**src/rtl/osc_freq_meter.sv**
```systemverilog
// Gated frequency meter: counts synchronized rising edges of an asynchronous
// oscillator over a fixed window of GATE_CYCLES clocks and latches the result.
module osc_freq_meter #(
    parameter int GATE_CYCLES = 10000,
    parameter int CNT_W       = 16,
    parameter int SYNC_STAGES = 2
) (
    input  logic             clk,
    input  logic             rst,
    input  logic             osc_in,
    input  logic             enable,
    input  logic             start,
    input  logic             byte_sel,
    output logic [CNT_W-1:0] meas,
    output logic             meas_valid,
    output logic             ovf,
    output logic             busy,
    output logic [7:0]       dout
);

    localparam int TW = $clog2(GATE_CYCLES);
    localparam logic [TW-1:0] TIMER_LOAD = TW'(GATE_CYCLES - 1);

    typedef enum logic {
        S_IDLE,
        S_GATE
    } state_t;

    state_t                 r_state;
    logic [SYNC_STAGES-1:0] r_sync;
    logic                   r_sync_d;
    logic [CNT_W-1:0]       r_edge_cnt;
    logic [TW-1:0]          r_timer;
    logic                   r_sat_flag;
    logic [CNT_W-1:0]       r_meas;
    logic                   r_ovf;
    logic                   r_meas_valid;
    logic                   r_busy;

    logic                   w_edge;
    logic                   w_sat_now;
    logic [CNT_W-1:0]       w_cnt_next;
    logic [7:0]             w_dout;

    // Returns {saturated, next_count}; the count sticks at all-ones.
    function automatic logic [CNT_W:0] sat_inc(input logic [CNT_W-1:0] cnt,
                                               input logic             inc);
        logic sat;
        sat = inc & (&cnt);
        if (sat)
            return {1'b1, cnt};
        else
            return {1'b0, cnt + CNT_W'(inc)};
    endfunction

    // Synchronizer front end, running in every state
    always_ff @(posedge clk) begin
        if (rst) begin
            r_sync   <= '0;
            r_sync_d <= 1'b0;
        end else begin
            r_sync   <= {r_sync[SYNC_STAGES-2:0], osc_in};
            r_sync_d <= r_sync[SYNC_STAGES-1];
        end
    end

    assign w_edge                  = r_sync[SYNC_STAGES-1] & ~r_sync_d;
    assign {w_sat_now, w_cnt_next} = sat_inc(r_edge_cnt, w_edge);

    // Window FSM; the closing cycle's edge is folded into the reported count
    always_ff @(posedge clk) begin
        if (rst) begin
            r_state      <= S_IDLE;
            r_edge_cnt   <= '0;
            r_timer      <= '0;
            r_sat_flag   <= 1'b0;
            r_meas       <= '0;
            r_ovf        <= 1'b0;
            r_meas_valid <= 1'b0;
            r_busy       <= 1'b0;
        end else begin
            r_meas_valid <= 1'b0;
            case (r_state)
                S_IDLE: begin
                    if (enable | start) begin
                        r_state    <= S_GATE;
                        r_busy     <= 1'b1;
                        r_edge_cnt <= '0;
                        r_timer    <= TIMER_LOAD;
                        r_sat_flag <= 1'b0;
                    end
                end
                S_GATE: begin
                    if (r_timer != '0) begin
                        r_edge_cnt <= w_cnt_next;
                        r_sat_flag <= r_sat_flag | w_sat_now;
                        r_timer    <= r_timer - TW'(1);
                    end else begin
                        r_meas       <= w_cnt_next;
                        r_ovf        <= r_sat_flag | w_sat_now;
                        r_meas_valid <= 1'b1;
                        r_edge_cnt   <= '0;
                        r_timer      <= TIMER_LOAD;
                        r_sat_flag   <= 1'b0;
                        if (!enable) begin
                            r_state <= S_IDLE;
                            r_busy  <= 1'b0;
                        end
                    end
                end
                default: begin
                    r_state <= S_IDLE;
                    r_busy  <= 1'b0;
                end
            endcase
        end
    end

    always_comb begin
        w_dout = r_meas[7:0];
        if (byte_sel)
            w_dout = 8'(r_meas >> 8);
    end

    assign meas       = r_meas;
    assign meas_valid = r_meas_valid;
    assign ovf        = r_ovf;
    assign busy       = r_busy;
    assign dout       = w_dout;

endmodule

```
**config.mk**
```make
export PLATFORM = sky130hd
export DESIGN_NAME = osc_freq_meter
export DESIGN_NICKNAME = d
export VERILOG_FILES = /design/src/rtl/osc_freq_meter.sv
export SDC_FILE = /design/constraint.sdc
export NUM_CORES = 1
export LEC_CHECK = 0
export CAP_MARGIN = 20
export CORE_MARGIN = 4
export CORE_UTILIZATION = 25
export CTS_BUF_LIST = sky130_fd_sc_hd__clkbuf_8
export DETAILED_ROUTE_END_ITERATION = 8
export DONT_BUFFER_PORTS = 1
export GPL_TIMING_DRIVEN = 1
export PLACE_DENSITY = 0.42
export SLEW_MARGIN = 20
export SYNTH_ARGS = -nofsm -noshare
export SYNTH_HDL_FRONTEND = slang
export SYNTH_SLANG_ARGS = --single-unit
export TNS_END_PERCENT = 1
```
**constraint.sdc**
```tcl
create_clock -name clk -period 2.04 [get_ports clk]
set_input_delay 0.102 -clock clk [delete_from_list [all_inputs] [get_ports clk]]
set_output_delay 0.102 -clock clk [all_outputs]
set_load 0.03 [all_outputs]
```
==> results.yml <==
status:
  outcome: "finished with violations"
  failed_checks: "negative hold slack, negative setup slack"
drt:
  firstDrtPassIters: 4
  drc: 0
  routed_wirelength_um: 8040
  avgViaCountPerCell: 5.10
  via_count: 2586
  avgRoutedWirePerCell_um: 15.9
  drtAntennaViolNets: 0
  first_iter_violations: 98
setup_path:
  cp_peak_stage_delay_ns: 0.49
  critical_path_class: "reg -> reg"
  reg2regPathDepth: 7
  combined_buffer_and_inverter_count_along_the_critical_path: 2
  crit_required_ns: 2.30
  cp.arrival_ns: 2.32
  critPathCaptureType: "flip-flop"
  worst_path_max_delay_cell: "or4b_4"
  worstReg2RegStart: "r_timer[1]"
  path_delay_family: "compound AO/OA/AOI/OAI gates"
  timing.critical_path.from_type: "flip-flop"
  cell_by_cell_trace_of_the_critical_path: "inv_2, ha_4, or4b_4, o41a_1, buf_6, a211o_1, a21oi_2"
  reg2reg_setup_slack_ns: -0.03
  worstPathMaxFanout: 7
  timing.rr.end: "r_timer[9]"
yosys:
  yosys.area_share.xor_xnor_pct: 3.51
  post-synth-top-area-cell: "dfxtp_1"
  multiplexer_fraction_of_the_synthesized_cell_area_pct: 3.28
  synthesis.area_um2: 2750
  post_synth.cell_area_avg_um2: 8.53
  synth_compound_gate_area_share_pct: 22.2
  yosys_warnings: 0
  synth-edff-count: 0
  post-synth-top-area-fraction_pct: 39.4
  synthDistinctLibCells: 47
  synth_seq_area_share_pct: 39.4
  synth.ff_latch_count: 54
  synthesized_area_fraction_occupied_by_adder_cells_pct: 1.37
  postSynthNetCount: 331
  main_combinational_cell_family_by_area_after_synthesis: "simple AND/OR/NAND/NOR gates"
  syn-instance-count: 322
  synth_simple_gate_area_share_pct: 24.8
  post_synth_main_area_contributors: "dfxtp_1 (39%), a21oi_1 (4.9%), o21ai_0 (3.8%)"
  synth-main-ff-cell: "dfxtp_1"
  synth_async_sr_flop_share_pct: 0
clocking:
  cts_tree: "yes"
  numCtsBuffers: 5
  htreeDepth: 2
  cts_sinks: 54
  insertion_delay_ns: 0.33
  clk_pin_slew_ns: 0.11
  post_cts_hold_buffer_count: 4
  clock_tree.root_cell: "clkbuf_8"
  clockBufferDepth: 2
sta:
  period_share_pct: 101
  setup-tns-final_ns: -0.0570
  clock-skew-final_ns: 0.0190
  fmaxAchievable_mhz: 484
  max_slew.worst_pin.slew_ns: 0.433
  grt_setup_unrepaired: "true"
  hold_viol_final: 35
  final_critical_path_setup_slack_ns: -0.0259
  fin_worst_hold_slack_ns: -0.162
  period_needed_ns: 2.07
  relSlewSlack_pct: 70.9
  slew_viol_final: 0
  setup_viol_count_final: 5
power_and_ir_drop:
  leakagePower_nw: 1.28
  design_power_mw: 2.21
  power.density_cell_area_nw_per_um2: 611
  largest_voltage_drop_on_the_vdd_net_uv: 289
finish:
  final_nets: 379
  layout_commonest_cell: "dfxtp_1"
  finish.cell_count_without_fillers: 507
  layout.cell_area.non_filler_um2: 3610
  multi_input_area_um2: 1680
  antenna_cells: 0
  fraction_of_final_layout_cells_sized_beyond_drive_strength_1_pct: 31.8
  finish.utilization_pct: 34.4
  area_delta_synth_final_pct: 31.5
  layout.area.seq_um2: 1080
  final_cell_mix: "dfxtp_1 (52), buf_4 (48), nand2_1 (21), nor2_1 (21), a21oi_1 (20)"
  layout.filler_cells: 1113
floorplan:
  initial_utilization_pct: 26.1
  die-width_um: 113
  ioPinCount: 33
  die_area_um2: 12700
  placeableCoreArea_um2: 10500
  die_height_um: 113
  std_cell_rows: 37
run:
  maxCapViolCount: 0
global_routing:
  grt_max_degree: 43
  wire_length_of_the_first_global_routing_pass_um: 12600
  first_global_vias: 2496
  grt_antenna_before_repair: 0
  grt_util_all_layers_pct: 12.2
  gr-total-overflow: 0
min_path:
  worst_hold_path.num_cells: 1
  worst_hold_path.endpoint: "meas[5]"
  worstHoldStart: "rst"
  worst_hold_path_class: "in -> reg"
placed_design:
  place.detailed.hpwl_um: 5560
  place.gp.congestion: 0.820
  detailedPlace.worstSlack_ns: -0.120
  place.port_buffers: 0
  dpl_cell_area_um2: 3190
  dp_cells: 487
[how the worst max path moves through the flow]
stage               start        endpoint  cells past startpoint
2_1_floorplan  r_timer[0]        meas[10]                      8
3_3_place_gp   r_timer[1]  r_edge_cnt[12]                      7
3_5_place_dp   r_timer[1]  r_edge_cnt[13]                      7
4_1_cts        r_timer[1]      r_timer[9]                      7
5_1_grt        r_timer[1]         meas[9]                      8
6_report       r_timer[1]      r_timer[9]                      7
[flip-flops by register name, indices dropped and copies added, names as in the netlist]
name,flops
r_edge_cnt,16
r_timer,14
r_sync,2
ovf,1
meas,16
r_state,1
r_sync_d,1
meas_valid,1
r_sat_flag,1
busy,1
[report_power, final]
| group | internal (mW) | total, mW | switching (mW) |
|---|---|---|---|
| clock | 0.362 | 0.736 | 0.374 |
| combinational | 0.168 | 0.346 | 0.178 |
| sequential | 1.09 | 1.13 | 0.0370 |
[per-layer routing]
| layer | vias to the layer above | global-route usage (%) | share of wire (%) |
|---|---|---|---|
| met5 | - | 0 | 0 |
| met4 | 0 | 3.53 | 1.4 |
| met3 | 10 | 2.51 | 4.2 |
| met2 | 50 | 21.6 | 49 |
| met1 | 1239 | 14.8 | 45 |
| li1 | 1287 | - | - |
[repair_timing]
| item | in CTS | in global routing |
|---|---|---|
| endpoints found under the hold margin | 39 | 35 |
| cloned | 0 | 3 |
| setup buffers | 1 | 4 |
| resized for setup | 8 | 41 |
| pin swaps | 11 | 28 |
| setup endpoints to repair | 33 | 44 |
[synthesized netlist by cell type (3+ instances only)]
master     n
a211oi_1   7
nand2_1   22
mux2_2     8
o21ai_0   21
a41oi_1    3
and3_1     4
a211o_1    3
buf_2      4
nor2_1    26
a21oi_1   27
a31oi_1    8
nand2b_1  10
o211ai_1   4
xnor2_1   11
a311oi_1   6
nor3_1    11
nor2b_1    3
clkbuf_1  11
ha_1       3
nand3_1    7
dfxtp_1   54
inv_1     11
a21o_1     3
or3_1      7
and2_1     3
nor4_1    10
a211oi_2   5
nand4_1    8
[logic make-up (layout without fill, tap and decap cells)]
family / after synthesis / count (layout)
multiplexers: 8 / 8
AND/OR/NAND/NOR: 123 / 124
XOR/XNOR: 11 / 11
buffers and inverters: 31 / 79
adder cells (fa/ha/maj): 3 / 3
AO/OA/AOI/OAI: 92 / 92
flip-flops: 54 / 54
[cell type report]
cell class                      instances  area share (%)
Clock buffer                            5            1.91
Clock inverter                          3            1.14
Inverter                               11            1.14
Multi-Input combinational cell        238            46.5
Sequential cell                        54            30.0
Tap cell                              136            4.71
Timing Repair Buffer                   60            14.6
Power figures use the tool's default switching activity.
